[src/rtl/store_rmw_if.sv]
// Store request / word-RAM bus between the MEM-stage pipeline, the store
// read-modify-write unit and the data RAM.
interface store_rmw_if #(
  parameter int ADDR_W = 32
);
  logic              req_valid;
  logic              req_ready;
  logic [ADDR_W-1:0] req_addr;
  logic [31:0]       req_data;
  logic [1:0]        req_type;

  logic [ADDR_W-3:0] mem_addr;
  logic              mem_rd_en;
  logic [31:0]       mem_rd_data;
  logic              mem_wr_en;
  logic [31:0]       mem_wr_data;
  logic [3:0]        mem_be;

  logic              misalign_exc;
  logic [ADDR_W-1:0] exc_addr;

  // Pipeline + RAM side: issues requests and returns read data.
  modport master (
    output req_valid, req_addr, req_data, req_type, mem_rd_data,
    input  req_ready, mem_addr, mem_rd_en, mem_wr_en, mem_wr_data, mem_be,
           misalign_exc, exc_addr
  );

  // Store unit side.
  modport slave (
    input  req_valid, req_addr, req_data, req_type, mem_rd_data,
    output req_ready, mem_addr, mem_rd_en, mem_wr_en, mem_wr_data, mem_be,
           misalign_exc, exc_addr
  );
endinterface

[src/rtl/store_rmw_unit.sv]
// MEM-stage store unit: sw writes the word RAM directly, sb/sh do a
// read-modify-write of the containing word. Alignment faults raise a pulse.
module store_rmw_unit #(
  parameter int ADDR_W = 32,
  parameter int RD_LAT = 1
) (
  input  logic       clk,
  input  logic       reset,
  store_rmw_if.slave bus
);

  typedef enum logic [2:0] {IDLE, RD, WAIT, MERGE, WR} state_t;
  typedef enum logic [1:0] {ST_SW = 2'b00, ST_SH = 2'b01, ST_SB = 2'b10, ST_RSV = 2'b11} st_type_t;

  state_t     state;
  st_type_t   cap_type;
  logic [1:0] cap_lane;
  logic [15:0] cap_data;

  st_type_t   in_type;
  logic       misaligned;
  logic       is_word;
  logic [31:0] merged;
  logic [3:0]  merged_be;

  // NOTE: every combinational output gets a default first so no path leaves
  // it unassigned; otherwise synthesis infers a latch.
  always_comb begin
    in_type    = st_type_t'(bus.req_type);
    misaligned = 1'b0;
    is_word    = 1'b0;
    case (in_type)
      ST_SB:   misaligned = 1'b0;
      ST_SH:   misaligned = bus.req_addr[0];
      default: begin
        misaligned = |bus.req_addr[1:0];
        is_word    = 1'b1;
      end
    endcase
  end

  // Lanes not targeted by the store pass the read word through untouched.
  always_comb begin
    merged    = bus.mem_rd_data;
    merged_be = 4'b0000;
    if (cap_type == ST_SB) begin
      merged[{cap_lane, 3'b000} +: 8] = cap_data[7:0];
      merged_be = 4'b0001 << cap_lane;
    end else if (cap_lane[1]) begin
      merged[31:16] = cap_data;
      merged_be     = 4'b1100;
    end else begin
      merged[15:0] = cap_data;
      merged_be    = 4'b0011;
    end
  end

  // NOTE: sequential state uses non-blocking assignments only, so every
  // register samples the pre-edge values regardless of statement order.
  always_ff @(posedge clk) begin
    if (reset) begin
      state            <= IDLE;
      cap_type         <= ST_SW;
      cap_lane         <= '0;
      cap_data         <= '0;
      bus.req_ready    <= 1'b1;
      bus.mem_rd_en    <= 1'b0;
      bus.mem_wr_en    <= 1'b0;
      bus.misalign_exc <= 1'b0;
      bus.mem_addr     <= '0;
      bus.mem_wr_data  <= '0;
      bus.mem_be       <= '0;
      bus.exc_addr     <= '0;
    end else begin
      bus.misalign_exc <= 1'b0;
      bus.mem_rd_en    <= 1'b0;
      bus.mem_wr_en    <= 1'b0;
      case (state)
        IDLE: begin
          if (bus.req_valid) begin
            if (misaligned) begin
              bus.misalign_exc <= 1'b1;
              bus.exc_addr     <= bus.req_addr;
            end else begin
              cap_type      <= in_type;
              cap_lane      <= bus.req_addr[1:0];
              cap_data      <= bus.req_data[15:0];
              bus.mem_addr  <= bus.req_addr[ADDR_W-1:2];
              bus.req_ready <= 1'b0;
              if (is_word) begin
                state           <= WR;
                bus.mem_wr_en   <= 1'b1;
                bus.mem_wr_data <= bus.req_data;
                bus.mem_be      <= 4'b1111;
              end else begin
                state         <= RD;
                bus.mem_rd_en <= 1'b1;
              end
            end
          end
        end
        RD:    state <= (RD_LAT == 2) ? WAIT : MERGE;
        WAIT:  state <= MERGE;
        MERGE: begin
          // The merged word is built straight into the write-data register.
          state           <= WR;
          bus.mem_wr_en   <= 1'b1;
          bus.mem_wr_data <= merged;
          bus.mem_be      <= merged_be;
        end
        WR: begin
          state         <= IDLE;
          bus.req_ready <= 1'b1;
        end
        default: begin
          state         <= IDLE;
          bus.req_ready <= 1'b1;
        end
      endcase
    end
  end

endmodule
[src/flat_wrapper.sv]
// flat-port wrapper written by rule: the top's interface ports become plain ports
module store_rmw_unit_flat 
#(
  parameter int ADDR_W = 32,
  parameter int RD_LAT = 1
)
  (clk, reset, bus_req_valid, bus_req_addr, bus_req_data, bus_req_type, bus_mem_rd_data, bus_req_ready, bus_mem_addr, bus_mem_rd_en, bus_mem_wr_en, bus_mem_wr_data, bus_mem_be, bus_misalign_exc, bus_exc_addr);
  store_rmw_if #(.ADDR_W(ADDR_W)) bus_i ();
  input  logic clk;
  input  logic reset;
  input wire logic [$bits(bus_i.req_valid)-1:0] bus_req_valid;
  input wire logic [$bits(bus_i.req_addr)-1:0] bus_req_addr;
  input wire logic [$bits(bus_i.req_data)-1:0] bus_req_data;
  input wire logic [$bits(bus_i.req_type)-1:0] bus_req_type;
  input wire logic [$bits(bus_i.mem_rd_data)-1:0] bus_mem_rd_data;
  output wire logic [$bits(bus_i.req_ready)-1:0] bus_req_ready;
  output wire logic [$bits(bus_i.mem_addr)-1:0] bus_mem_addr;
  output wire logic [$bits(bus_i.mem_rd_en)-1:0] bus_mem_rd_en;
  output wire logic [$bits(bus_i.mem_wr_en)-1:0] bus_mem_wr_en;
  output wire logic [$bits(bus_i.mem_wr_data)-1:0] bus_mem_wr_data;
  output wire logic [$bits(bus_i.mem_be)-1:0] bus_mem_be;
  output wire logic [$bits(bus_i.misalign_exc)-1:0] bus_misalign_exc;
  output wire logic [$bits(bus_i.exc_addr)-1:0] bus_exc_addr;
  assign bus_i.req_valid = bus_req_valid;
  assign bus_i.req_addr = bus_req_addr;
  assign bus_i.req_data = bus_req_data;
  assign bus_i.req_type = bus_req_type;
  assign bus_i.mem_rd_data = bus_mem_rd_data;
  assign bus_req_ready = bus_i.req_ready;
  assign bus_mem_addr = bus_i.mem_addr;
  assign bus_mem_rd_en = bus_i.mem_rd_en;
  assign bus_mem_wr_en = bus_i.mem_wr_en;
  assign bus_mem_wr_data = bus_i.mem_wr_data;
  assign bus_mem_be = bus_i.mem_be;
  assign bus_misalign_exc = bus_i.misalign_exc;
  assign bus_exc_addr = bus_i.exc_addr;
  store_rmw_unit #(.ADDR_W(ADDR_W), .RD_LAT(RD_LAT)) u_core (.clk(clk), .reset(reset), .bus(bus_i));
endmodule
[config.mk]
export PLATFORM = sky130hd
export DESIGN_NAME = store_rmw_unit_flat
export DESIGN_NICKNAME = d
export VERILOG_FILES = /design/src/rtl/store_rmw_if.sv /design/src/rtl/store_rmw_unit.sv /design/src/flat_wrapper.sv
export SDC_FILE = /design/constraint.sdc
export NUM_CORES = 1
export LEC_CHECK = 0
export BUFFER_PORTS_ARGS = -buffer_cell sky130_fd_sc_hd__buf_2
export CORE_ASPECT_RATIO = 0.8
export CORE_MARGIN = 4
export CORE_UTILIZATION = 53
export CTS_CLUSTER_DIAMETER = 30
export DETAILED_ROUTE_END_ITERATION = 7
export PLACE_DENSITY_LB_ADDON = 0.1
export SLEW_MARGIN = 20
export SYNTH_ARGS = -nofsm -noshare
export SYNTH_HDL_FRONTEND = slang
export SYNTH_SLANG_ARGS = --single-unit
[constraint.sdc]
create_clock -name clk -period 6 [get_ports clk]
set_clock_uncertainty 0.05 [all_clocks]
set_input_delay 1.8 -clock clk [delete_from_list [all_inputs] [get_ports clk]]
set_output_delay 1.8 -clock clk [all_outputs]
set_load 0.01 [all_outputs]
==> Word level (Yosys, flattened, before mapping) <==
Cells that the tools add are included.
{ "op_classes": {"n_addsub": 1, "eq_ne": 9, "shifts": 3, "muxes": 28, "bitwise": 4, "n_reduce_logical": 13} }
{ "ops": {"columns": ["operator", "count"], "rows": [
  ["32-bit two-way mux", 4],
  ["32-bit one-hot mux with 2 select lines", 1],
  ["32-bit bitwise mux", 1],
  ["16-bit two-way mux", 2],
  ["8-bit by 7-bit variable shift with 32-bit output (first input constant)", 1],
  ["8-bit by 7-bit indexed part select with 32-bit output", 1],
  ["4-bit two-way mux", 5],
  ["3-bit two-way mux", 3],
  ["3-bit one-hot mux with 3 select lines", 1],
  ["3-bit AND reduction", 3],
  ["4-bit one-hot mux with 2 select lines", 1],
  ["1-bit two-way mux", 7],
  ["5-bit negation with 7-bit output", 1],
  ["3-bit by 2-bit == test with 1-bit output (second input constant)", 2],
  ["2-bit inequality test (second input constant)", 3],
  ["1-bit one-hot mux with 2 select lines", 3],
  ["2-bit OR reduction", 3],
  ["3-bit OR reduction", 2],
  ["2-bit == test (second input constant)", 2],
  ["1-bit NOT", 4],
  ["4-bit AND reduction", 1],
  ["4-bit OR reduction", 1],
  ["1-bit by 2-bit left shift with 4-bit output (first input constant)", 1],
  ["3-bit by 1-bit == test with 1-bit output (second input constant)", 1],
  ["other kinds (4)", 4]
]} }
{ "word_totals": {"regBits": 125, "inputBits": 101, "output_inout_bits": 102, "elab_cells": 70} }

==> Depth between registers and ports, before layout <==
Gate-level depths: netlist of run 1.
{ "depth": {"word_depth": 6, "mapped_depth": 8, "depth_no_buf": 6} }

==> Worst setup path before layout of run 1 <==
Ideal clock, no wire load.
{ "synth_path": {"kind": "input to register", "startpoint": "in bus_req_valid", "endpoint": "reg u_core.bus.mem_wr_data[12]", "setup_ns": 0.136, "t_arrival_ns": 3.203, "t_required_ns": 5.814, "setup_slack_ns": 2.611, "stages": 6, "path_buffers": 2, "path_cell_list": "or4b_4 or4_1 buf_2 buf_4 mux2i_1 o32ai_1"} }
{ "synth_via": {"elab_chain_cells": 2} }
{ "synth_lines": {"columns": ["element", "line", "source"], "rows": [
  ["start, declared", "flat_wrapper.sv:11", "input wire logic [$bits(bus_i.req_valid)-1:0] bus_req_valid;"],
  ["2-bit inequality test (no line)", null, null],
  ["4-bit AND reduction (no line)", null, null],
  ["end signal, assigned", "store_rmw_unit.sv:93", "bus.mem_wr_data <= bus.req_data;"],
  ["end signal, assigned", "store_rmw_unit.sv:108", "bus.mem_wr_data <= merged;"],
  ["end, declared", "store_rmw_if.sv:32", "output req_ready, mem_addr, mem_rd_en, mem_wr_en, mem_wr_data, mem_be,"]
]} }
Every way passes these cells.
A chain may end at the register's enable or synchronous reset.

==> Final worst setup path of run 1 <==
{ "layout_path": {"startpoint": "in bus_req_valid", "endpoint": "reg u_core.bus.mem_be[3]"} }
{ "layout_via": {"elab_chain_cells": 2} }
{ "layout_lines": {"columns": ["element", "line", "source"], "rows": [
  ["2-bit inequality test (no line)", null, null],
  ["4-bit AND reduction (no line)", null, null],
  ["end signal, assigned", "store_rmw_unit.sv:109", "bus.mem_be <= merged_be;"],
  ["end, declared", "store_rmw_if.sv:32", null]
]} }
Every way passes these cells.

==> reports/results.ini, run 1 <==
[min_path]
min-delay-start = u_core.bus.req_ready$_SDFFE_PP1P_
hold_path_class = reg -> reg
min_to = u_core.bus.req_ready$_SDFFE_PP1P_
worstHoldPathCells = 2

[yosys]
synth-edff-count = 0
ys_seq_area_share_pct = 47.1
ys_async_sr_fraction_pct = 0
synth-main-ff-cell = dfxtp_1
synth.top_cells.by_area = dfxtp_1 47%, nand2_1 12%, a21oi_1 9.4%, a221oi_1 6.1%, mux2i_1 6.0%
yosys-top-cells-count = 173 x nand2_1, 125 x dfxtp_1, 100 x a21oi_1
avgSynthCellArea_sq_um = 8.42
yosysWarnings = 0
synth_fp_nets = 740
ys_ff_latch = 125
synth_most_common_cell = nand2_1
synth_area_leader_cell = dfxtp_1
yosysUniqueCellTypes = 40
synth_top_area_share_pct = 47.1
syn_area_sq_mm = 0.00531
syn_inst = 630

[floorplan]
dieHeight_um = 97.5
num_rows = 32
ios = 203
core_sq_mm = 0.00969
dieArea_sq_mm = 0.0117
die_x_um = 120
start_util_pct = 54.8

[global_routing]
grt_overflow = 0
grt.busiest_layer = met2
grt_antenna_before_repair = 0
use_met3_pct = 6.93
use_met2_pct = 42.8
met1_usage_pct = 33.9
grt_max_degree = 106
grt_pass1_vias = 5044
grt_pass1_wl_mm = 24.8
grt_use_total_pct = 26.3

[worst_setup_path]
path_buf_inv = 1
path_cells = buf_2 -> or4b_4 -> or4_2 -> and2_4 -> a221oi_1
critPathRequiredTime_ns = 6.25
worst-r2r-cell-count = 6
worst_setup_path_start_kind = input pin
worstReg2RegEnd = u_core.bus.mem_wr_data[14]$_SDFFE_PP0P_
end_kind = flip-flop
slowest_stage = or4_2
cp_top_family = simple AND/OR/NAND/NOR gates
crit_fanout = 33
worstPathArrival_ns = 4.18
reg2reg_from = u_core.cap_lane[1]$_SDFFE_PP0P_
critical_path_class = in -> reg
slowest_delay_ns = 1.08
reg2reg_slack_ns = 2.54

[power]
p_seq_share_pct = 40.8
netSwitchingFraction_pct = 29.4
ir_drop_v = 0.000232
leakage_nw = 3.19
clock_power_share_pct = 41.2
p_int_w = 0.00169
powerDensity_mw_per_mm2 = 345
p_sw_w = 0.000703
combPwrFrac_pct = 18.0

[clock_network]
ctsResizeCount = 0
cts_buffers = 17
cts-htree-levels = 4
cts_buffer_depth = 2
ctsHoldBuffers = 0
cts-root-buf = clkbuf_16
insertion_delay_ns = 0.41
clock-sinks = 125
postCtsSetupBuffers = 0
clkTransAtPathRegs_ns = 0.05
cts_tree = yes

[finish]
layout.nets = 917
stdcell_area_sq_mm = 0.00693
num-fill-cells = 813
area_growth_syn_to_layout_pct = 30.6
drive_gt1_share_pct = 30.2
antenna_cells = 0

[timing]
finalCritPeriodShare_pct = 65.5
maxSlewViolCount = 0
finalHoldViolCount = 0
period_minus_slack_ns = 3.93
worst_pin_slew_ns = 1.14
maxSlewHeadroom_pct = 24.1
max_freq_mhz = 255
setup_viol = 0
fin_tns_setup_ns = 0
rsz0062_at_grt = false

[drt]
wl_mm = 16.1
drt_iter0_drc = 420
drc_errors = 0
first_pass_iters = 5
ant_nets = 0
routedWlPerCell_um = 16.8
vias = 5419
via_per_inst = 5.67

[run_status]
outcome = finished clean

[place]
place_area_sq_mm = 0.00633
dp_hpwl_mm = 10.7
place_congestion = 0.831
io_buffers = 202

[flow_run]
cap_viol_max_count = 0

metrics by stage:
step / setup slack, ns / utilization [%] / std cells / power (W) / hold WS [ns]
after floorplan: 2.61 / - / 630 / 0.00124 / 0.390
after global placement: 1.74 / 65.3 / 924 / 0.00140 / 0.388
after detailed placement: 1.69 / 65.3 / 924 / 0.00141 / 0.389
after CTS: 2.07 / 71.3 / 956 / 0.00240 / 0.399
after global routing: 1.93 / 71.5 / 956 / 0.00249 / 0.419
final: 2.07 / 71.5 / 956 / 0.00239 / 0.399
worst max path at each step:
stage / startpoint / to / depth (start not counted)
5_1_grt: bus_req_type[1] / u_core.bus.mem_be[2]$_SDFFE_PP0P_ / 7
2_1_floorplan: bus_req_valid / u_core.bus.mem_wr_data[12]$_SDFFE_PP0P_ / 6
4_1_cts: bus_req_valid / u_core.bus.mem_be[3]$_SDFFE_PP0P_ / 5
3_3_place_gp: bus_req_type[1] / u_core.bus.mem_be[1]$_SDFFE_PP0P_ / 7
6_report: bus_req_valid / u_core.bus.mem_be[3]$_SDFFE_PP0P_ / 5
3_5_place_dp: bus_req_type[1] / u_core.bus.mem_be[2]$_SDFFE_PP0P_ / 7
cell type report:
type | count | area, sq um | share of cell area [%]
Multi-Input combinational cell | 449 | 2620 | 37.8
Sequential cell | 125 | 2500 | 36.1
Timing Repair Buffer | 204 | 1030 | 14.8
Clock buffer | 17 | 425 | 6.14
Tap cell | 136 | 170 | 2.45
Clock inverter | 15 | 149 | 2.15
Inverter | 10 | 37.5 | 0.542
kinds of logic after synthesis:
group	count (synthesis)	share of synthesized area (%)
AND/OR/NAND/NOR	230	18.9
AO/OA/AOI/OAI	177	21.4
flip-flops	125	47.1
buffers and inverters	56	4.22
multiplexers	32	6.03
adder cells (fa/ha/maj)	9	2.12
XOR/XNOR	1	0.165
layer usage:
layer | wire (um) | vias up
li1 | - | 2577
met1 | 6650 | 2541
met2 | 7780 | 275
met3 | 1420 | 26
met4 | 208 | 0
met5 | 0 | -
state kept, by name, summed over array words and instances, names as in the netlist:
register,count
u_core.bus.exc_addr,32
u_core.bus.mem_be,4
u_core.cap_lane,2
u_core.bus.mem_wr_en,1
u_core.bus.mem_wr_data,32
u_core.bus.req_ready,1
u_core.cap_type,2
u_core.cap_data,16
u_core.state,3
u_core.bus.misalign_exc,1
u_core.bus.mem_rd_en,1
u_core.bus.mem_addr,30
power groups by stage:
stage	combinational [W]	sequential [W]	clock, W
after CTS	0.000426	0.000972	0.000997
after detailed placement	0.000422	0.000987	0
after global placement	0.000413	0.000983	0
after global routing	0.000471	0.000983	0.00104
final	0.000430	0.000974	0.000986
after floorplan	0.000241	0.000999	0
worst min-delay path: cells and delay by family (launching register included):
family | cells | cell delay, ns
flip-flops | 1 | 0.31
AND/OR/NAND/NOR | 2 | 0.09
cells in the final DEF (no fill, tap or decap), types with 2 or more instances in the layout:
| cell type | Yosys | final |
|---|---|---|
| buf_4 | 3 | 3 |
| o32ai_1 | 15 | 14 |
| dfxtp_1 | 125 | 125 |
| nand3b_1 | 2 | 2 |
| and2_1 | 8 | 8 |
| clkinvlp_4 | 0 | 5 |
| buf_2 | 2 | 201 |
| o21ai_0 | 2 | 2 |
| nor4b_1 | 2 | 2 |
| clkinv_4 | 0 | 2 |
| mux2i_1 | 32 | 32 |
| bufinv_16 | 0 | 2 |
| and3b_1 | 2 | 2 |
| a211oi_1 | 16 | 15 |
| nor2b_1 | 16 | 16 |
| nor3_1 | 2 | 2 |
| inv_1 | 8 | 8 |
| clkbuf_16 | 0 | 17 |
| nor2_1 | 10 | 10 |
| clkinv_2 | 0 | 5 |
| ha_1 | 9 | 9 |
| a221oi_1 | 37 | 37 |
| a21boi_0 | 2 | 2 |
| a21oi_1 | 100 | 99 |
| nand2_1 | 173 | 173 |
| nand2b_1 | 2 | 2 |
| nand3_1 | 3 | 2 |
Power figures use the tool's default switching activity.
==> run 2, diff against run 1 <==
CORE_UTILIZATION = 44   (was 53)
clock period = 3.3 ns   (was 6 ns; I/O delays follow)
==> reports/results.ini, run 2 (synthesis results as in run 1) <==
[global_routing]
grt_antenna_before_repair = 0
grt_pass1_wl_mm = 26.1
grt_use_total_pct = 23.6
grt_max_degree = 71
grt_overflow = 0
grt_pass1_vias = 5260

[finish]
mostFrequentLayoutCells = 201 x buf_2, 173 x nand2_1, 125 x dfxtp_1
layout.cells.non_filler = 982
reg_top3 = u_core.bus.exc_addr: 32 flops, u_core.bus.mem_wr_data: 32 flops, u_core.bus.mem_addr: 30 flops
antenna_cells = 0
layout.nets = 931
drive_gt1_share_pct = 31.2
final_common_cell = buf_2
area_growth_syn_to_layout_pct = 34.0

[worst_setup_path]
critical_path_class = in -> reg
slowest_stage = or4_2
crit_fanout = 32
path_cells = buf_2 -> or4b_4 -> or4_2 -> buf_12 -> mux2i_1 -> a221oi_1
cp_top_family = simple AND/OR/NAND/NOR gates
worstPathArrival_ns = 2.84
slowest_delay_ns = 0.62
critPathRequiredTime_ns = 3.56
worst_setup_path_start_kind = input pin
path_buf_inv = 2
end_kind = flip-flop

[timing]
finalHoldViolCount = 0
setup_viol = 0
max_freq_mhz = 388
rsz0062_at_grt = false
maxSlewHeadroom_pct = 51.6
fin_tns_setup_ns = 0
period_minus_slack_ns = 2.58
maxSlewViolCount = 0
timing.final.ws_setup_ns = 0.723
worst_pin_slew_ns = 0.724
finalCritPeriodShare_pct = 78.1

[place]
pre_cts_slack_ns = 0.294
place_congestion = 0.841
io_buffers = 202
dp_cells = 950
dp_hpwl_mm = 11.4

[drt]
drt_iter0_drc = 330
drc_errors = 0
routedWlPerCell_um = 16.8
wl_mm = 16.5
wl_met2_mm = 7.55
wl_met1_mm = 7.36
routed.top_layer = met4
first_pass_iters = 4
ant_nets = 0
route.met3.wl_mm = 1.33
via_per_inst = 5.46
vias = 5358

[floorplan]
start_util_pct = 45.6
dieArea_sq_mm = 0.0139
ios = 203
die_x_um = 131
core_sq_mm = 0.0116
num_rows = 35
dieHeight_um = 106

[run_status]
outcome = finished clean

[clock_network]
cts_tree = yes
postCtsSetupBuffers = 0
cts_buffer_depth = 2
cts-htree-levels = 4
cts-root-buf = clkbuf_16
cts_buffers = 17
insertion_delay_ns = 0.41
clock-sinks = 125
ctsHoldBuffers = 0
ctsResizeCount = 0
clkTransAtPathRegs_ns = 0.06

[min_path]
hold_path_class = reg -> reg

[power]
leakage_nw = 3.30
ir_drop_v = 0.000379
powerDensity_mw_per_mm2 = 647

[flow_run]
cap_viol_max_count = 0

-- run 2: worst register-to-register path: stages, from the launching register on --
cell and delay [ns]:
dfxtp_1 0.53, inv_1 0.21, ha_1 0.39, or4b_2 0.64, o32ai_1 0.18, buf_4 0.24, a221oi_1 0.10, a21oi_1 0.17
-- run 2: cell type report --
| cell class | instances | area (sq um) |
|---|---|---|
| Sequential cell | 125 | 2500 |
| Tap cell | 148 | 185 |
| Inverter | 10 | 37.5 |
| Clock inverter | 14 | 206 |
| Clock buffer | 18 | 439 |
| Timing Repair Buffer | 218 | 1150 |
| Fill cell | 1035 | 4530 |
| Multi-Input combinational cell | 449 | 2600 |
-- run 2: power breakdown --
| part | total, W | internal [W] | switching [W] |
|---|---|---|---|
| sequential | 0.00176 | 0.00166 | 0.000103 |
| clock | 0.00204 | 0.00130 | 0.000737 |
| combinational | 0.000805 | 0.000322 | 0.000484 |
-- run 2: routing by layer --
layer | vias to the layer above | GRT usage [%]
met5 | - | 0
met4 | 0 | 7.56
met3 | 23 | 7.43
met2 | 199 | 36.0
met1 | 2522 | 31.7
li1 | 2614 | -
-- run 2: path summary, 6_finish.rpt --
check / end / slack [ns] / startpoint / depth (start not counted)
max: u_core.bus.mem_wr_data[15]$_SDFFE_PP0P_ / 0.72 / bus_req_valid / 6
min: u_core.bus.exc_addr[11]$_SDFFE_PP0P_ / 0.40 / u_core.bus.exc_addr[11]$_SDFFE_PP0P_ / 2
max reg2reg: u_core.bus.mem_wr_data[4]$_SDFFE_PP0P_ / 0.72 / u_core.cap_lane[0]$_SDFFE_PP0P_ / 7
min reg2reg: u_core.bus.exc_addr[11]$_SDFFE_PP0P_ / 0.40 / u_core.bus.exc_addr[11]$_SDFFE_PP0P_ / 2
-- run 2: metrics by stage --
step | utilization (%) | power, W | hold WS, ns | area, sq um
6_report | 61.1 | 0.00460 | 0.402 | 7110
5_1_grt | 61.1 | 0.00481 | 0.420 | 7110
3_3_place_gp | 55.5 | 0.00257 | 0.388 | 6460
3_5_place_dp | 55.5 | 0.00259 | 0.393 | 6460
2_1_floorplan | - | 0.00225 | 0.390 | 5310
4_1_cts | 61.0 | 0.00463 | 0.401 | 7110
